$ cat config.mk
export PLATFORM = sky130hd
export DESIGN_NAME = hd_beat_sequencer
export DESIGN_NICKNAME = d
export VERILOG_FILES = /design/src/rtl/hd_cpu_pkg.sv /design/src/rtl/hd_beat_shift.sv /design/src/rtl/hd_beat_sequencer.sv
export SDC_FILE = /design/constraint.sdc
export NUM_CORES = 1
export LEC_CHECK = 0
export ABC_AREA = 1
export CAP_MARGIN = 0
export CELL_PAD_IN_SITES_DETAIL_PLACEMENT = 1
export CELL_PAD_IN_SITES_GLOBAL_PLACEMENT = 1
export CORE_MARGIN = 5
export CORE_UTILIZATION = 30
export DETAILED_ROUTE_END_ITERATION = 16
export PLACE_DENSITY = 0.86
export SLEW_MARGIN = 20
export SYNTH_ARGS = -nofsm -noshare
export SYNTH_HDL_FRONTEND = slang
export SYNTH_SLANG_ARGS = --single-unit
$ cat constraint.sdc
create_clock -name T3 -period 1.1 [get_ports T3]
set_input_delay 0.22 -clock T3 [delete_from_list [all_inputs] [get_ports T3]]
set_output_delay 0.22 -clock T3 [all_outputs]
set_load 0.05 [all_outputs]
$ cat src/rtl/hd_cpu_pkg.sv
// Shared encodings for the HD-CPU hardwired controller: sequencer states and console mode codes.
package hd_cpu_pkg;

    typedef enum logic [1:0] {
        ST_IDLE = 2'd0,
        ST_RUN  = 2'd1,
        ST_HALT = 2'd2
    } hd_state_t;

    // Console SW codes as seen by the decode logic through MODE.
    localparam logic [2:0] MODE_RUN    = 3'b000;
    localparam logic [2:0] MODE_RD_MEM = 3'b010;
    localparam logic [2:0] MODE_WR_MEM = 3'b001;
    localparam logic [2:0] MODE_RD_REG = 3'b011;
    localparam logic [2:0] MODE_WR_REG = 3'b100;

endpackage

$ cat src/rtl/hd_beat_shift.sv
// One-hot beat shifter: clear wins over load_w1, which wins over advance.
module hd_beat_shift #(
    parameter int NBEATS = 3
) (
    input  logic              clk,
    input  logic              rst,
    input  logic              load_w1,
    input  logic              clear,
    input  logic              advance,
    output logic [NBEATS-1:0] w
);

    localparam logic [NBEATS-1:0] W1 = {{(NBEATS-1){1'b0}}, 1'b1};

    always_ff @(posedge clk or posedge rst) begin
        if (rst) begin
            w <= '0;
        end else if (clear) begin
            w <= '0;
        end else if (load_w1) begin
            w <= W1;
        end else if (advance) begin
            w <= {w[NBEATS-2:0], 1'b0};
        end
    end

endmodule

$ cat src/rtl/hd_beat_sequencer.sv
// Beat generator and run/halt sequencer for the HD-CPU controller.
// Optional HD_SINGLE_STEP_EN adds a STEP input that halts after every cycle like STOP.
module hd_beat_sequencer
    import hd_cpu_pkg::*;
#(
    parameter int NBEATS   = 3,
    parameter int DEFBEATS = 2,
    parameter int CNT_W    = 4
) (
    input  logic              T3,
    input  logic              CLR,
    input  logic [2:0]        SW,
    input  logic              START,
    input  logic              SHORT,
    input  logic              LONG,
    input  logic              STOP,
    input  logic              SET_ST0,
`ifdef HD_SINGLE_STEP_EN
    input  logic              STEP,
`endif
    output logic [NBEATS-1:0] W,
    output logic              ST0,
    output logic [2:0]        MODE,
    output logic              RUNNING,
    output logic              CYC_DONE,
    output logic [CNT_W-1:0]  COUNT,
    output hd_state_t         state_dbg
);

    hd_state_t state, state_nx;

    logic long_q;
    logic long_here;
    logic last_beat;
    logic halt_req;
    logic load_w1;
    logic clear_w;
    logic advance;
    logic cyc_end;
    logic latch_mode;

`ifdef HD_SINGLE_STEP_EN
    assign halt_req = STOP | STEP;
`else
    assign halt_req = STOP;
`endif

    // LONG only extends when there is room beyond the default length.
    assign long_here = (NBEATS > DEFBEATS) && W[DEFBEATS-1] && LONG;

    // SHORT in W1 ends the cycle regardless of LONG.
    assign last_beat = (W[0] && SHORT)
                     || (W[DEFBEATS-1] && !long_here)
                     || (W[NBEATS-1] && (long_q || (NBEATS == DEFBEATS)));

    assign RUNNING   = (state == ST_RUN);
    assign CYC_DONE  = RUNNING && last_beat;
    assign state_dbg = state;

    hd_beat_shift #(
        .NBEATS(NBEATS)
    ) u_shift (
        .clk    (T3),
        .rst    (CLR),
        .load_w1(load_w1),
        .clear  (clear_w),
        .advance(advance),
        .w      (W)
    );

    always_ff @(posedge T3 or posedge CLR) begin
        if (CLR) begin
            state <= ST_IDLE;
        end else begin
            state <= state_nx;
        end
    end

    always_comb begin
        state_nx   = state;
        load_w1    = 1'b0;
        clear_w    = 1'b0;
        advance    = 1'b0;
        cyc_end    = 1'b0;
        latch_mode = 1'b0;
        case (state)
            ST_IDLE: begin
                if (START) begin
                    state_nx   = ST_RUN;
                    load_w1    = 1'b1;
                    latch_mode = 1'b1;
                end
            end
            ST_RUN: begin
                if (last_beat) begin
                    cyc_end = 1'b1;
                    if (halt_req) begin
                        state_nx = ST_HALT;
                        clear_w  = 1'b1;
                    end else begin
                        load_w1 = 1'b1;
                    end
                end else begin
                    advance = 1'b1;
                end
            end
            ST_HALT: begin
                if (START) begin
                    state_nx = ST_RUN;
                    load_w1  = 1'b1;
                end
            end
            default: begin
                state_nx = ST_IDLE;
                clear_w  = 1'b1;
            end
        endcase
    end

    always_ff @(posedge T3 or posedge CLR) begin
        if (CLR) begin
            MODE   <= MODE_RUN;
            ST0    <= 1'b0;
            COUNT  <= '0;
            long_q <= 1'b0;
        end else begin
            if (latch_mode) begin
                MODE <= SW;
            end
            // ST0 is only ever cleared by a fresh start from IDLE.
            if (latch_mode) begin
                ST0 <= 1'b0;
            end else if (cyc_end && SET_ST0) begin
                ST0 <= 1'b1;
            end
            if (cyc_end) begin
                COUNT <= COUNT + {{(CNT_W-1){1'b0}}, 1'b1};
            end
            if (cyc_end) begin
                long_q <= 1'b0;
            end else if (RUNNING && long_here) begin
                long_q <= 1'b1;
            end
        end
    end

endmodule
==> Word level (Yosys, flattened, before mapping) <==
Cells that the tools add are included.
{ "word_totals": {"output_inout_bits": 15, "ff_bits": 14, "input_bits": 10, "wordCells": 51} }
{ "classes": {"addsub": 1, "n_eq_ne": 5, "mux": 23, "reduce_logical": 16} }
{ "ops": {"columns": ["cell", "count"], "rows": [
  ["$mux W1", 14],
  ["$mux W3", 3],
  ["$logic_and A1 B1 Y1", 7],
  ["$mux W2", 3],
  ["$add A4 B1 Y4 const B", 1],
  ["$ne A2 B1 Y1 const B", 2],
  ["$pmux W1 S2", 2],
  ["$pmux W2 S2", 1],
  ["$reduce_bool A2 Y1", 2],
  ["$reduce_and A3 Y1", 1],
  ["$reduce_bool A3 Y1", 1],
  ["$eq A2 B1 Y1 const B", 1],
  ["$eq A2 B2 Y1 const B", 1],
  ["$logic_not A2 Y1", 1],
  ["$logic_or A1 B1 Y1", 2],
  ["$ne A2 B2 Y1 const B", 1],
  ["$reduce_or A2 Y1", 1],
  ["$logic_not A1 Y1", 1]
]} }

==> Logic depth before layout (Yosys ltp) <==
{ "depth": {"ltp_word": 10, "ltp_mapped": 7, "depth_no_buf": 7} }

==> Hierarchy <==
Synthesis repeated with hierarchy kept, for this count alone.
{ "unflattened": {"cells_unflattened": 81, "area_unflattened_um2": 673.1} }
{ "by_module_without_submodules": {"columns": ["module", "n_inst", "seq_area_each_um2", "cells_per_inst", "area_each_um2"], "rows": [
  ["hd_beat_sequencer", 1, 275.3, 62, 534.3],
  ["hd_beat_shift", 1, 75.1, 19, 138.9]
]} }

==> Worst setup path after synthesis <==
Ideal clock, no wire load.
{ "synth_timing": {"path_type": "flip-flop to flip-flop", "startpoint": "register state[1] (netlist: state_dbg[1])", "endpoint": "register COUNT[3]", "setup_ns": 0.118, "path_stages_with_launch": 8, "path_buffers": 0, "period_less_slack_ns": 1.487, "arrival_ns": 1.369, "setup_slack_ns": -0.387, "required_ns": 0.982, "cell_sequence": "dfrtp_1 inv_1 nand2_2 clkinv_4 nand2_4 inv_4 nand2_1 nand2_1"} }
{ "synth_via": {"elab_chain_cells": 2} }
{ "synth_rtl": {"columns": ["element", "line", "text"], "rows": [
  ["from (decl)", "hd_beat_sequencer.sv:30", "hd_state_t state, state_nx;"],
  ["from (signal assigned)", "hd_beat_sequencer.sv:75", "state <= state_nx;"],
  ["$eq A2 B1 Y1", null, null],
  ["named net RUNNING", "hd_beat_sequencer.sv:24", "output logic RUNNING,"],
  ["$mux W1", "hd_beat_sequencer.sv:86", "case (state)"],
  ["to (signal assigned)", "hd_beat_sequencer.sv:137", "COUNT <= COUNT + {{(CNT_W-1){1'b0}}, 1'b1};"],
  ["to (decl)", "hd_beat_sequencer.sv:26", "output logic [CNT_W-1:0] COUNT,"]
]} }
The timed path passes the listed nets, and every way through them passes these cells.
A chain may end at the register's enable or synchronous reset.

==> Final worst setup path <==
{ "layout_timing": {"startpoint": "register state[1] (netlist: state_dbg[1])", "endpoint": "output CYC_DONE"} }
{ "layout_via": {"elab_chain_cells": 2} }
{ "layout_rtl": {"columns": ["element", "line", "text"], "rows": [
  ["$eq A2 B1 Y1", "hd_beat_sequencer.sv:56", "assign RUNNING = (state == ST_RUN);"],
  ["$logic_and A1 B1 Y1", "hd_beat_sequencer.sv:57", "assign CYC_DONE = RUNNING && last_beat;"],
  ["to (decl)", "hd_beat_sequencer.sv:25", "output logic CYC_DONE,"]
]} }
Every way passes these cells.

==> results_dict.tcl <==
set metrics [dict create \
    status "finished with violations" \
    failed_checks "setup timing" \
    min_setup_slack_post_route_ns -0.313 \
    drt_iter0_markers 9 \
    timing.clock.skew_ns 0.0103 \
    detailed_routing_iteration_count_for_the_pre_antenna_repair_pass 4 \
    timing.fmax_ghz 0.708 \
    design_area_sq_um 1360 \
    utilization_pct 67.8 \
    r2r_depth 7 \
    final_cell_mix "nand2_1 (24), buf_12 (16), buf_4 (14)" \
    vias_per_cell 4.71 \
    hold_violations 0 \
    most_common_cell_after_layout_fill_and_taps_aside "nand2_1" \
    cellPowerDensity_nw_per_um2 3570 \
    nets 133 \
    detail_route.drc_violations 0 \
    overall_track_demand_over_capacity_in_global_routing_pct 18.1 \
    netlist_instances 74 \
    min_period_over_period_pct 128 \
    syn-cell-area_sq_um 648 \
    worst_setup_path_end_kind "output pin" \
    cts_root_buffer "clkbuf_4" \
    rr_endpoint "long_q" \
    gp_congestion 0.680 \
    synthesis.yosys.warnings 0 \
    tritoncts "yes" \
    dpl.hpwl_microns 1760 \
    drt_wl_total_microns 2530 \
    multiInputGateArea_sq_um 305 \
    start_util_pct 32.4 \
    setup_repair_after_global_routing_missed_its_margin "yes" \
    inserted_diodes 0 \
    synth_top_area_share_pct 54.1 \
    worst_pin_slew_ns 0.254 \
    slew_headroom_pct 83.0 \
    clock-sinks 14 \
    worst_skew_pair.late_latency_ns 0.29 \
    grt_antenna_before_repair 0 \
    ant_nets_after_route 0 \
    io_buffer_count 24 \
    power.static_leakage_nw 0.648 \
    postPlaceCellArea_sq_um 1170 \
    floorplan.die.height_microns 56.5 \
    timing.critical_path.fanout_max 3 \
    floorplan.io_pins 25 \
    drv_slew 0 \
    num_cts_buffers 3 \
    peakVddDrop_mv 2.09 \
    routed-via-count 697 \
    setup_violations 18 \
    worstPathRequired_ns 0.88 \
    synth.yosys.seq_area_share_pct 54.1 \
    max_cap_violations 0 \
    postSynthNetCount 85 \
    placement_rows 16 \
    register_clock_pin_slew_on_the_reported_worst_setup_and_hold_paths_ns 0.09 \
    layout-area-overhead-vs-synth_pct 109 \
    routed_wire_length_per_instance_microns 17.1 \
    chipWidth_microns 56.5 \
    cp.arrival_ns 1.19 \
    synth_area_leaders "dfrtp_1 (54%), nand2_1 (16%), nand3_1 (4.6%), inv_1 (4.6%), xnor2_1 (4.1%)" \
    cts.htree.levels 1 \
    synth_top_area_cell "dfrtp_1" \
    ys_ff_latch 14 \
    drive_gt1_share_pct 54.5 \
    fp.dieArea_sq_um 3190 \
    post_synth_num_cell_types 18 \
    global_route.overflow_total 0 \
    timing.hold.worst.class "input pin to async pin" \
    cts_max_path_buffers 2 \
    sequential_cell_area_sq_um 362 \
    reg2reg_slack_ns -0.05 \
    grt_pass1_vias 850 \
    fillers 208 \
    grt_start_max_net_pins 15 \
    regToRegStartpoint "state_dbg[1]" \
    critical_path_class "flop to output pin" \
    grt_first_pass_wirelength_microns 4370 \
    synth.avg_cell_area_sq_um 8.76 \
    period_minus_slack_ns 1.41 \
    setup.worst_path.start_class "flop" \
    core_sq_um 2000 \
]
[worst max path at each step]
stage,start,endpoint,slack [ns],cells past startpoint
5_1_grt,u_shift.w[0],CYC_DONE,-0.36,5
3_3_place_gp,LONG,CYC_DONE,-0.31,7
4_1_cts,state_dbg[1],CYC_DONE,-0.29,6
3_5_place_dp,LONG,state_dbg[0],-0.35,8
6_report,state_dbg[1],CYC_DONE,-0.31,6
2_1_floorplan,state_dbg[1],CYC_DONE,-0.14,5
[critical path, cell delays in order (launching register included)]
cell     delay [ns]
dfrtp_2        0.43
inv_2          0.08
nand2_4        0.08
inv_8          0.08
nand2_8        0.06
inv_8          0.05
buf_12         0.12
[synth_stat cells]
cell type  number
o21ai_0         2
nand3_1         6
clkinv_4        1
nor2_1          2
a21oi_1         1
inv_2           1
o21ai_1         1
xnor2_1         3
nand2_2         1
inv_4           1
nand3_4         1
dfrtp_1        14
inv_1           8
o21bai_1        1
nand2_1        28
nand2_4         1
nor3_1          1
ha_1            1
[metrics by stage]
step	hold slack [ns]	setup slack [ns]	TNS, ns	std cells	power, mW
floorplan	0.109	-0.140	-0.736	74	2.39
global placement	0.506	-0.313	-3.51	134	3.81
detailed placement	0.512	-0.347	-4.09	134	3.93
CTS	0.247	-0.294	-1.48	146	4.71
global route	0.236	-0.363	-2.49	148	5.09
finish	0.227	-0.313	-1.58	148	4.84
[flip-flops by register name, summed over array words and instances, names as in the netlist]
name / count
COUNT: 4
MODE: 3
ST0: 1
long_q: 1
state_dbg: 2
u_shift.w: 3
[where the power goes]
group,switching [mW],total [mW],internal (mW)
combinational,1.78,3.45,1.67
clock,0.178,0.380,0.202
sequential,0.247,1.01,0.760
total,2.21,4.84,2.63
[area by class of cell]
class                   instances  area share, %
clock buffers                   4           2.67
well taps                      27           2.49
inverters                      11           4.52
flip-flops and latches         14           26.6
multi-input cells              49           22.5
repair buffers                 43           41.2
[timing repair]
| action | CTS | global route |
|---|---|---|
| gates resized for setup | 15 | 11 |
| setup endpoints to repair | 23 | 29 |
| gates cloned | 0 | 0 |
| hold buffers | 0 | 0 |
| buffers inserted | 8 | 10 |
| pin swaps | 3 | 4 |
[routing by layer]
| layer | share of wire [%] | GRT usage (%) | vias to the layer above | wire [microns] |
|---|---|---|---|---|
| met5 | 0 | 0 | - | 0 |
| met2 | 57 | 33.7 | 25 | 1450 |
| li1 | - | - | 322 | - |
| met4 | 2.7 | 8.81 | 0 | 68 |
| met1 | 37 | 19.6 | 342 | 926 |
| met3 | 3.4 | 2.75 | 8 | 85 |
[cell families after synthesis]
| family | Yosys count | share of synthesized area (%) |
|---|---|---|
| and+or+nand+nor | 40 | 28.2 |
| buffers and inverters | 11 | 7.53 |
| AOI/OAI and AO/OA | 5 | 4.25 |
| adders and majority gates | 1 | 1.93 |
| DFF | 14 | 54.1 |
| xor gates and xnor gates | 3 | 4.05 |
Power figures use the tool's default switching activity.
